File: config.mk
export PLATFORM = sky130hd
export DESIGN_NAME = morse_rx_ctrl
export DESIGN_NICKNAME = d
export VERILOG_FILES = /design/src/rtl/morse_pkg.sv /design/src/rtl/key_debounce.sv /design/src/rtl/morse_rx_ctrl.sv
export SDC_FILE = /design/constraint.sdc
export NUM_CORES = 1
export LEC_CHECK = 0
export BUFFER_PORTS_ARGS = -buffer_cell sky130_fd_sc_hd__buf_2
export CORE_MARGIN = 10
export CORE_UTILIZATION = 36
export CTS_CLUSTER_DIAMETER = 30
export CTS_CLUSTER_SIZE = 8
export DETAILED_ROUTE_END_ITERATION = 12
export GPL_ROUTABILITY_DRIVEN = 0
export MAX_ROUTING_LAYER = met4
export SLEW_MARGIN = 20
export SYNTH_ARGS = -nofsm -noshare
export SYNTH_HDL_FRONTEND = slang
export SYNTH_SLANG_ARGS = --single-unit
File: constraint.sdc
create_clock -name clk -period 2.15 [get_ports clk]
set_clock_uncertainty 0.2 [all_clocks]
set_input_delay 0.43 -clock clk [delete_from_list [all_inputs] [get_ports clk]]
set_output_delay 0.43 -clock clk [all_outputs]
set_load 0.03 [all_outputs]
File: src/rtl/morse_pkg.sv
// Shared definitions for the Morse digit receiver: FSM encoding, ASCII constants
// and the five-symbol digit decode table.
package morse_pkg;

    localparam logic [1:0] ST_IDLE  = 2'd0;
    localparam logic [1:0] ST_PRESS = 2'd1;
    localparam logic [1:0] ST_GAP   = 2'd2;
    localparam logic [1:0] ST_OVF   = 2'd3;

    localparam logic [7:0] CH_ZERO  = 8'h30;
    localparam logic [7:0] CH_ERR   = 8'h3F;
    localparam logic [7:0] CH_BLANK = 8'h20;

    localparam logic [2:0] SYM_MAX  = 3'd5;

    typedef struct packed {
        logic [7:0] code;
        logic       err;
    } char_dec_t;

    // syms holds dash=1 / dot=0 with the first symbol in bit 4.
    function automatic char_dec_t decode_char(input logic [4:0] syms, input logic [2:0] cnt);
        char_dec_t res;
        res.code = CH_ERR;
        res.err  = 1'b1;
        if (cnt == SYM_MAX) begin
            res.err = 1'b0;
            case (syms)
                5'b11111: res.code = CH_ZERO;
                5'b01111: res.code = CH_ZERO + 8'd1;
                5'b00111: res.code = CH_ZERO + 8'd2;
                5'b00011: res.code = CH_ZERO + 8'd3;
                5'b00001: res.code = CH_ZERO + 8'd4;
                5'b00000: res.code = CH_ZERO + 8'd5;
                5'b10000: res.code = CH_ZERO + 8'd6;
                5'b11000: res.code = CH_ZERO + 8'd7;
                5'b11100: res.code = CH_ZERO + 8'd8;
                5'b11110: res.code = CH_ZERO + 8'd9;
                default: begin
                    res.code = CH_ERR;
                    res.err  = 1'b1;
                end
            endcase
        end
        return res;
    endfunction

endpackage

File: src/rtl/key_debounce.sv
// Two-flop synchronizer plus tick-based debounce for the raw key level.
// level_o follows the synchronized key only after DEBOUNCE_MS consecutive mismatching ticks.
module key_debounce #(
    parameter int DEBOUNCE_MS = 10
) (
    input  logic clk,
    input  logic rst_n,
    input  logic tick_i,
    input  logic key_i,
    output logic level_o
);

    localparam int CW = $clog2(DEBOUNCE_MS + 1);
    localparam logic [CW-1:0] CNT_LAST = CW'(DEBOUNCE_MS - 1);

    logic [1:0]    sync_q;
    logic [CW-1:0] cnt_q, cnt_d;
    logic          level_q, level_d;
    logic          key_s;

    assign key_s   = sync_q[1];
    assign level_o = level_q;

    always_comb begin
        cnt_d   = cnt_q;
        level_d = level_q;
        if (key_s == level_q) begin
            cnt_d = '0;
        end else if (tick_i) begin
            if (cnt_q == CNT_LAST) begin
                level_d = key_s;
                cnt_d   = '0;
            end else begin
                cnt_d = cnt_q + 1'b1;
            end
        end
    end

    always_ff @(posedge clk or negedge rst_n) begin
        if (!rst_n) begin
            sync_q  <= 2'b11;
            cnt_q   <= '0;
            level_q <= 1'b1;
        end else begin
            sync_q  <= {sync_q[0], key_i};
            cnt_q   <= cnt_d;
            level_q <= level_d;
        end
    end

endmodule

File: src/rtl/morse_rx_ctrl.sv
// Morse digit receiver: classifies debounced key presses as dot/dash and decodes
// five-symbol groups into ASCII digits, keeping a three-character display history.
//
//   state    | meaning
//   ---------+-------------------------------------------------------------
//   ST_IDLE  | key released, no character in progress, no timeout
//   ST_PRESS | key held, press length being measured
//   ST_GAP   | key released after a symbol, waiting for end-of-character
//   ST_OVF   | more than five symbols, waiting for quiet to emit '?'
module morse_rx_ctrl
    import morse_pkg::*;
#(
    parameter int DEBOUNCE_MS = 10,
    parameter int DOT_MAX_MS  = 300,
    parameter int GAP_MS      = 1000
) (
    input  logic        clk,
    input  logic        rst_n,
    input  logic        tick_1ms,
    input  logic        key,
    output logic        sym_valid,
    output logic        sym_long,
    output logic        char_valid,
    output logic [7:0]  char_code,
    output logic        char_err,
    output logic [23:0] disp_buf
);

    localparam int PW = $clog2(DOT_MAX_MS + 1);
    localparam int GW = $clog2(GAP_MS + 1);
    localparam logic [PW-1:0] PRESS_SAT = PW'(DOT_MAX_MS);
    localparam logic [GW-1:0] GAP_SAT   = GW'(GAP_MS);

    logic [1:0] rst_sync_q;
    logic       rst_sync_n;

    // Assert asynchronously, release two clocks after rst_n rises.
    always_ff @(posedge clk or negedge rst_n) begin
        if (!rst_n) begin
            rst_sync_q <= 2'b00;
        end else begin
            rst_sync_q <= {rst_sync_q[0], 1'b1};
        end
    end
    assign rst_sync_n = rst_sync_q[1];

    logic deb_level;
    logic key_pressed;

    key_debounce #(
        .DEBOUNCE_MS(DEBOUNCE_MS)
    ) u_debounce (
        .clk    (clk),
        .rst_n  (rst_sync_n),
        .tick_i (tick_1ms),
        .key_i  (key),
        .level_o(deb_level)
    );

    assign key_pressed = ~deb_level;

    logic [1:0]    state_q, state_d;
    logic [PW-1:0] press_cnt_q, press_cnt_d;
    logic [GW-1:0] gap_cnt_q, gap_cnt_d;
    logic [4:0]    sym_q, sym_d;
    logic [2:0]    sym_cnt_q, sym_cnt_d;
    logic          sym_valid_q, sym_valid_d;
    logic          sym_long_q, sym_long_d;
    logic          char_valid_q, char_valid_d;
    logic [7:0]    char_code_q, char_code_d;
    logic          char_err_q, char_err_d;
    logic [23:0]   disp_q, disp_d;

    char_dec_t     dec;
    logic          emit;
    logic [7:0]    emit_code;
    logic          emit_err;

    always_comb begin
        state_d      = state_q;
        press_cnt_d  = press_cnt_q;
        gap_cnt_d    = gap_cnt_q;
        sym_d        = sym_q;
        sym_cnt_d    = sym_cnt_q;
        sym_valid_d  = 1'b0;
        sym_long_d   = sym_long_q;
        char_valid_d = 1'b0;
        char_code_d  = char_code_q;
        char_err_d   = char_err_q;
        disp_d       = disp_q;
        dec          = decode_char(sym_q, sym_cnt_q);
        emit         = 1'b0;
        emit_code    = CH_ERR;
        emit_err     = 1'b1;

        case (state_q)
            ST_IDLE: begin
                if (key_pressed) begin
                    state_d     = ST_PRESS;
                    press_cnt_d = '0;
                end
            end
            ST_PRESS: begin
                if (!key_pressed) begin
                    sym_valid_d = 1'b1;
                    sym_long_d  = (press_cnt_q >= PRESS_SAT);
                    gap_cnt_d   = '0;
                    if (sym_cnt_q == SYM_MAX) begin
                        state_d = ST_OVF;
                    end else begin
                        sym_d     = {sym_q[3:0], sym_long_d};
                        sym_cnt_d = sym_cnt_q + 3'd1;
                        state_d   = ST_GAP;
                    end
                end else if (tick_1ms && press_cnt_q != PRESS_SAT) begin
                    press_cnt_d = press_cnt_q + 1'b1;
                end
            end
            ST_GAP: begin
                if (key_pressed) begin
                    state_d     = ST_PRESS;
                    press_cnt_d = '0;
                end else if (tick_1ms && gap_cnt_q != GAP_SAT) begin
                    gap_cnt_d = gap_cnt_q + 1'b1;
                    if (gap_cnt_d == GAP_SAT) begin
                        emit      = 1'b1;
                        emit_code = dec.code;
                        emit_err  = dec.err;
                    end
                end
            end
            ST_OVF: begin
                // Presses are swallowed but restart the quiet period.
                if (key_pressed) begin
                    gap_cnt_d = '0;
                end else if (tick_1ms && gap_cnt_q != GAP_SAT) begin
                    gap_cnt_d = gap_cnt_q + 1'b1;
                    if (gap_cnt_d == GAP_SAT) begin
                        emit = 1'b1;
                    end
                end
            end
            default: begin
                state_d = ST_IDLE;
            end
        endcase

        if (emit) begin
            char_valid_d = 1'b1;
            char_code_d  = emit_code;
            char_err_d   = emit_err;
            disp_d       = {disp_q[15:0], emit_code};
            sym_d        = '0;
            sym_cnt_d    = '0;
            state_d      = ST_IDLE;
        end
    end

    always_ff @(posedge clk or negedge rst_sync_n) begin
        if (!rst_sync_n) begin
            state_q      <= ST_IDLE;
            press_cnt_q  <= '0;
            gap_cnt_q    <= '0;
            sym_q        <= '0;
            sym_cnt_q    <= '0;
            sym_valid_q  <= 1'b0;
            sym_long_q   <= 1'b0;
            char_valid_q <= 1'b0;
            char_code_q  <= CH_BLANK;
            char_err_q   <= 1'b0;
            disp_q       <= {CH_BLANK, CH_BLANK, CH_BLANK};
        end else begin
            state_q      <= state_d;
            press_cnt_q  <= press_cnt_d;
            gap_cnt_q    <= gap_cnt_d;
            sym_q        <= sym_d;
            sym_cnt_q    <= sym_cnt_d;
            sym_valid_q  <= sym_valid_d;
            sym_long_q   <= sym_long_d;
            char_valid_q <= char_valid_d;
            char_code_q  <= char_code_d;
            char_err_q   <= char_err_d;
            disp_q       <= disp_d;
        end
    end

    assign sym_valid  = sym_valid_q;
    assign sym_long   = sym_long_q;
    assign char_valid = char_valid_q;
    assign char_code  = char_code_q;
    assign char_err   = char_err_q;
    assign disp_buf   = disp_q;

endmodule

==> results of run 1 <==
==> placed cells by master (no fill, tap or decap), types with 7 or more instances in the layout <==
master                     count
sky130_fd_sc_hd__buf_4        27
sky130_fd_sc_hd__inv_1        11
sky130_fd_sc_hd__nand3_1      17
sky130_fd_sc_hd__nor2_1       26
sky130_fd_sc_hd__clkbuf_8      9
sky130_fd_sc_hd__ha_1          7
sky130_fd_sc_hd__buf_2        27
sky130_fd_sc_hd__nor3_1        7
sky130_fd_sc_hd__nand2_1      38
sky130_fd_sc_hd__dfrtp_1      53
sky130_fd_sc_hd__mux2_4        8
sky130_fd_sc_hd__o21ai_0      25
sky130_fd_sc_hd__a21oi_1      18
sky130_fd_sc_hd__conb_1       13
sky130_fd_sc_hd__mux2_2        8
==> metrics by stage <==
step / hold slack (ps) / std cells / cell area (um2) / utilization, % / setup TNS, ps
after floorplan: -65.59 / 339 / 3172 / - / -3390
after global placement: 16.10 / 469 / 3486 / 41.79 / -1969
after detailed placement: 20.84 / 469 / 3486 / 41.79 / -2471
after CTS: 81.87 / 487 / 3679 / 44.10 / -2646
after global routing: 99.06 / 487 / 3679 / 44.10 / -4955
final: 51.94 / 487 / 3679 / 44.10 / -2523
==> cells by family after synthesis <==
kind of cell,Yosys count
simple gates,121
compound gates,69
flops,57
buf+inv,42
mux,21
fa+ha+maj,8
xor+xnor,8
other cells,2
==> layout make-up <==
cell class | count | share of cell area, %
Multi-Input combinational cell | 240 | 40.95
Sequential cell | 57 | 38.91
Timing Repair Buffer | 58 | 10.82
Tap cell | 105 | 3.571
Clock buffer | 9 | 3.367
Clock inverter | 7 | 1.259
Inverter | 11 | 1.122
==> power groups by stage <==
stage               combinational, mW  clock, mW  sequential, mW
floorplan                      0.0564          0            1.12
detailed placement             0.0745          0            1.11
CTS                            0.0774      0.915            1.09
global placement               0.0733          0            1.11
global route                   0.0874      0.967            1.09
finish                         0.0758      0.878            1.09
==> per-layer routing <==
layer / GRT usage, % / part of all wire [%]
met5: - / 0
met4: 4.061 / 1.2
met3: 3.275 / 4.9
met2: 15.59 / 45
met1: 12.65 / 49
==> state kept, by name (all words and copies together) (netlist names), 3 cells and up <==
| signal | count |
|---|---|
| u_debounce.cnt_q | 4 |
| gap_cnt_q | 10 |
| press_cnt_q | 9 |
| sym_cnt_q | 3 |
| sym_q | 5 |
| disp_buf | 11 |
| char_code | 4 |
==> what timing repair did <==
item | in CTS | in global routing
hold endpoints to repair | 3 | 0
endpoints found under the setup margin | 25 | 26
hold buffers | 2 | 0
resized for setup | 1 | 0
pin swaps | 0 | 0
==> worst max-delay path by stage <==
| stage | startpoint | end | slack (ps) | depth (start not counted) |
|---|---|---|---|---|
| 6_report | gap_cnt_q[1] | disp_buf[10] | -150 | 6 |
| 5_1_grt | gap_cnt_q[1] | char_code[3] | -250 | 6 |
| 4_1_cts | gap_cnt_q[1] | disp_buf[10] | -150 | 6 |
| 3_5_place_dp | gap_cnt_q[1] | disp_buf[10] | -150 | 6 |
| 3_3_place_gp | gap_cnt_q[0] | char_err | -120 | 6 |
| 2_1_floorplan | gap_cnt_q[0] | char_code[0] | -260 | 6 |
==> summary by stage, run 1 <==
Die
The placeable core region is 0.008341 mm2. The row count is 33. Once the floorplan was initialized, standard cells occupied around 37% of the core. The overall die area is 0.01281 mm2. The top-level I/O count is 40. The horizontal die dimension is 113.2 um. The die outline height is 113.2 um.

Outcome
The final reports fail on negative setup slack. The run finished, with violations left.

Synthesis
Summing the areas of all compound-gate instances in the mapped netlist gives 13.85% of the synthesized area. The unique cell type count in the Yosys netlist is 51. In the synthesized netlist, the number of instances is 328. The combined area of all synthesized cells is between 0.003 and 0.004 mm2.

Summing the areas of all and, or, nand and nor instances in the mapped netlist gives between 10% and 20% of the synthesized area. The most frequent cell after synthesis is sky130_fd_sc_hd__dfrtp_1. For this run, the leading register cell type out of synthesis is sky130_fd_sc_hd__dfrtp_1. Multiplexer cells account for 8.327% of the synthesized area. Ranked by instance count, the synthesized netlist is headed by sky130_fd_sc_hd__dfrtp_1 (54), sky130_fd_sc_hd__nand2_1 (39), sky130_fd_sc_hd__nor2_1 (26). The fraction of synthesized cell area taken by the top area cell type is 43.23%. The share of flip-flops with an asynchronous set or reset after synthesis is 100.0%. The total number of yosys warnings is 0. The xor and xnor fraction of the mapped netlist area is 2.242%. The mean instance size in the synthesized netlist is 9.529 um2.

After synthesis, the cell types taking the most area are sky130_fd_sc_hd__dfrtp_1 (43%), sky130_fd_sc_hd__nand2_1 (4.7%), sky130_fd_sc_hd__buf_4 (4.1%). The share of synthesized cell area in full adder, half adder and majority cells is 3.203%. In this run, synthesis inferred 0 flip-flops with an integrated enable.

Sequential elements use 45.76% of the synthesized area. After synthesis, the largest family of logic cells by area is simple AND/OR/NAND/NOR gates. The synthesized design spends more area on one cell type than any other, namely sky130_fd_sc_hd__dfrtp_1.

Counting flops and latches in the post-synthesis netlist gives 57.

Pwr
The clock network accounts for 43.0% of the total power. Combinational logic burns 3.7% of the power. In this run the power spent charging and discharging nets is ~530 uW.

The internal power of the cells is approximately 1.5 mW. The final total power is between 2 and 2.5 mW. In this run switching power makes up 25.97% of total power. The worst-case vdd ir drop is 0.2829 mV.

The ratio of total power to cell area is about 550 mW/mm2. In this run the static leakage power is between 1.5 and 2 nW. The sequential cell fraction of total power is 53.2%.

CTS
The root buffer selected by CTS is sky130_fd_sc_hd__clkbuf_8. The number of setup buffers added after CTS is 0. The clock net in this run drives a total of 57 sinks. The clock tree synthesis step divided the H-tree into 3 levels. TritonCTS built the clock tree. The clock-pin transition on the worst setup and hold timing paths is 70 ps. The clock latency on the worst-skew pair is 330 ps. Buffers inserted during clock tree synthesis total 9.

The clock tree buffer depth is 2.

Setup path
The critical path goes through ha_2 -> nand2_2 -> or4_4 -> a221oi_4 -> buf_12 -> mux2_2. In this run the critical register-to-register path is launched from gap_cnt_q[1]. STA classifies the critical path endpoint as a flop. In this run the worst path has a maximum fanout of 17.

The critical path buffer and inverter count is 1. Counting cells, the worst reg-to-reg path comes to 6. At the worst endpoint, the arrival time is around 2300 ps. For this design, the slowest cell found on the critical path is sky130_fd_sc_hd__or4_4. On the worst path, the slowest cell contributes a delay of ~540 ps.

The category of the critical setup timing path is reg2reg. The largest delay contributor family on the critical path is simple AND/OR/NAND/NOR gates. In this run the register-to-register setup slack is -150 ps. The kind of start point of the critical path is a flop. The endpoint identified for the worst register-to-register timing path is disp_buf[10]. STA puts the critical path data required time at 2170 ps.

Hold path
The worst hold path belongs to the class reg2async.

STA
Setup violations remaining at the end of the flow were counted as 25. Setup repair after global routing could not meet its margin everywhere. The slack of the critical path is -149.9 ps. The total count of hold-check failures in the final report was 0. The worst path in the final design needs a cycle of 2300 ps, including I/O delays and setup. The total count of max-transition violations in the final report was 0.

Derived from the worst setup path, the maximum achievable clock frequency is 434.8 MHz. The final cycle utilization of the critical path is 107.0%.

Routing
The wire length after detailed routing is ~6400 um. After detailed routing, the number of vias per cell comes to 4.848. The detail route stage leaves a number of antenna-violating nets equal to 0.

The detailed router placed about 2400 vias in this run. The number of violations reported at the end of detailed-routing iteration 0 is 167. The length of the first detailed-routing pass in iterations is 4. In the final routed layout, each cell accounts on average for 13.06 um. The final routed DRC violation total is 0.

Final layout
0 antenna diodes ended up in the layout. The filler cells instantiated in the layout total 810. The post-route netlist has 26.44% of its cells at a drive strength greater than 1. The area of combinational cells with multiple inputs is roughly 0.0015 mm2. The number of nets at the end of the flow is 389.

Relative to the synthesized area, the layout overhead comes to 17.69%. The area used by sequential logic in the layout is between 0.001 and 0.0015 mm2.

Global route
The initial antenna violation count came to 0. For this run the aggregate overflow at the end of global routing stands at 0. The number of global-route vias before repair is 2322.

The total global-route track usage is a little over 10%. The maximum number of pins on one net before global-route repair is 56. The first global-routing pass estimated roughly 11000 um of wire.

Run
The total of max-cap violations is 0.

Placed design
Buffers placed on the I/O ports in this run total 27. The placed wire-length estimate is between 4000 and 5000 um. The minimum setup slack after placement is -148.3 ps.
(Power assumes the default switching activity.)
==> run 2: changes to the inputs <==
- CORE_MARGIN: 10 -> not set
==> summary by stage, run 2 (synthesis gave the netlist of run 1 again) <==
Outcome
The flow ran to the end, but the final reports show violations. The checks that failed: negative setup slack.

Die
The overall die area is 0.009058 mm2. The initial utilization of the core area, before any placement, comes to 37.66%. The die outline height is about 95 um. The floorplan step set the die width to 95.18 um. The core region is 0.008299 mm2.

The row count is 33. In this run the count of I/O pins placed on the die edge is 40.

STA
Setup repair after global routing could not meet its margin everywhere. The slack of the critical path is -132.0 ps. The final cycle utilization of the critical path is 106.1%. The final critical delay including setup and external delays is 2282 ps. The number of endpoints failing setup at the final stage is 25. The total count of hold-check failures in the final report is 0. The maximum achievable frequency is 438.2 MHz.

The total count of max-transition violations in the final report is 0.

CTS
Clock latency on the worst-skew pair, taken at its later pin, is 340 ps. The tree built by TritonCTS fans out to 57 sinks. The clock tree buffer depth is 2. TritonCTS built the clock tree.

The tree is rooted in a sky130_fd_sc_hd__clkbuf_8. The clock-pin transition on the worst setup and hold timing paths is approximately 70 ps. The number of buffers created by CTS is 9. The H-tree was split into 3 levels.

Pwr
The clock network fraction of design power is 44.0%. The static power due to leakage is 1.758 nW. IR analysis of the VDD net gives a maximum drop of 0.2686 mV. For this design the total switching power over the nets is 524.9 uW. Internal power comes to 1.546 mW.

In this run switching power makes up 25.34% of total power. Combinational logic burns around 3.6% of the power. The ratio of total power to cell area is 560.3 mW/mm2. Registers are responsible for 52.4% of the overall power.

Final layout
The proportion of layout cells with a drive suffix above 1 is 26.70%. The number of flip-flops in the largest register is 11. Summing all non-filler instances in the final layout gives an area of 0.003696 mm2. The top cell types in the final layout, fill and taps aside, are sky130_fd_sc_hd__dfrtp_1 (53), sky130_fd_sc_hd__nand2_1 (38), sky130_fd_sc_hd__buf_2 (27), sky130_fd_sc_hd__buf_4 (27), sky130_fd_sc_hd__nor2_1 (26).

The repair_antennas step left the layout with diodes totalling 0. The utilization after layout is 44.53%. The most frequent standard cell in the layout excluding fill and tap cells is sky130_fd_sc_hd__dfrtp_1. The growth of design area from synthesis to finish is 18.25%. The number of nets at the end of the flow is 389.

Routing
In the final routed layout, each cell accounts on average for 12.68 um. The number of vias after detailed routing is between 2000 and 2500. After the first detailed-routing iteration, the DRC count stood at 115.

The mean number of vias per cell is ~5.0. The final routed DRC violation total is 0. The routed design has 6177 um of wire. Before antenna repair, the detailed router went through 4 iterations. In this run the remaining antenna-violating nets after routing total 0.

Global route
The leftover overflow at the end of global routing is 0. The initial antenna violation count was 0. The maximum number of pins on one net before global-route repair is 56. The number of global-route vias before repair was 2322. The total global-route track usage is 15.65%.

The first-pass GRT wire length is around 11000 um.

Setup path
The worst setup path is captured at a flop. The slowest stage of the critical path is the sky130_fd_sc_hd__or4_4 cell. By startpoint and endpoint, the worst setup path is classified as reg2reg.

Walking the worst path, the cells encountered are ha_2 -> nand2_2 -> or4_4 -> a221oi_4 -> buf_12 -> mux2_2. Data on the critical path arrives at its endpoint at 2300 ps. The data required time of the worst path is 2170 ps.

The kind of start point of the critical path is a flop. The worst-path maximum fanout is 17. On the worst path, the slowest cell contributes a delay of approximately 540 ps.

Run
Across the run, the number of max-cap violations was 0.

Placed design
The standard cell area after detailed placement is 0.003486 mm2. In this run the tool buffered the top-level ports with 27 buffer cells. Summed over all nets, the half-perimeter wirelength after detailed placement is between 4000 and 5000 um.

Hold path
The tightest min-delay check is of the reg2async type.
## run 2: changes by cell type in the layout (fill, tap and decap cells not counted)
cell	before	now
sky130_fd_sc_hd__clkinv_4	0	3
sky130_fd_sc_hd__clkinvlp_4	3	1
sky130_fd_sc_hd__a31oi_1	6	5
sky130_fd_sc_hd__a31oi_2	0	1
sky130_fd_sc_hd__clkbuf_8	9	10
sky130_fd_sc_hd__clkinv_2	3	2
sky130_fd_sc_hd__inv_6	1	0
## run 2: area by class of cell
| class | instances | area [um2] |
|---|---|---|
| well taps | 105 | 131.4 |
| fillers | 798 | 4603 |
| inverters | 11 | 41.29 |
| repair buffers | 58 | 397.9 |
| multi-input cells | 240 | 1513 |
| flip-flops and latches | 57 | 1431 |
| clock inverters | 6 | 43.79 |
| clock buffers | 10 | 137.6 |
## run 2: through the flow
step           hold slack (ps)  setup TNS, ps  total power, mW  cells  worst slack (ps)
2_1_floorplan           -65.59          -3390            1.175    339            -256.7
3_3_place_gp             15.92          -1966            1.180    469            -121.5
3_5_place_dp             20.39          -2451            1.180    469            -142.9
4_1_cts                  83.42          -2564            2.122    487            -147.9
5_1_grt                  103.5          -4529            2.165    487            -217.6
6_report                 52.82          -2168            2.071    487            -132.0
## run 2: power by group through the flow
stage                     clock network [mW]  logic (mW)  registers [mW]
after floorplan                            0      0.0564            1.12
after global routing                   0.993      0.0852            1.09
final                                  0.911      0.0742            1.09
after CTS                              0.960      0.0769            1.09
after global placement                     0      0.0736            1.11
after detailed placement                   0      0.0739            1.11
## run 2: per-layer routing
layer / vias up / track usage (%) / part of all wire (%)
li1: 1212 / - / -
met1: 1183 / 19.01 / 48
met2: 41 / 24.88 / 48
met3: 6 / 3.828 / 2.7
met4: 0 / 6.313 / 1.1
met5: - / - / 0
## run 2: path summary, 6_finish.rpt
kind                       slack (ps)            startpoint  cells past startpoint                   end
max in group asynchronous        1400         rst_sync_q[1]                      1    u_debounce.level_o
hold / removal                     50         rst_sync_q[1]                      1   u_debounce.cnt_q[2]
setup / recovery                 -130          gap_cnt_q[1]                      6              char_err
hold reg to reg                    50         rst_sync_q[1]                      1   u_debounce.cnt_q[2]
setup reg to reg                 -130          gap_cnt_q[1]                      6              char_err
min in group clk                  160  u_debounce.sync_q[0]                      0  u_debounce.sync_q[1]
## run 2: what timing repair did
action / CTS / global route
gates resized for setup: 1 / 1
hold buffers: 2 / 0
setup buffers: 0 / 0
pin swaps: 0 / 0
setup endpoints to repair: 25 / 30
endpoints found under the hold margin: 3 / 0
## run 2: worst max-delay path: cells and delay by family, from the launching register on
kind / cells / cell delay (ps)
buffers and inverters: 1 / 200
adder cells (fa/ha/maj): 1 / 200
AO/OA/AOI/OAI: 1 / 240
AND/OR/NAND/NOR: 2 / 590
flip-flops: 1 / 390
multiplexers: 1 / 340
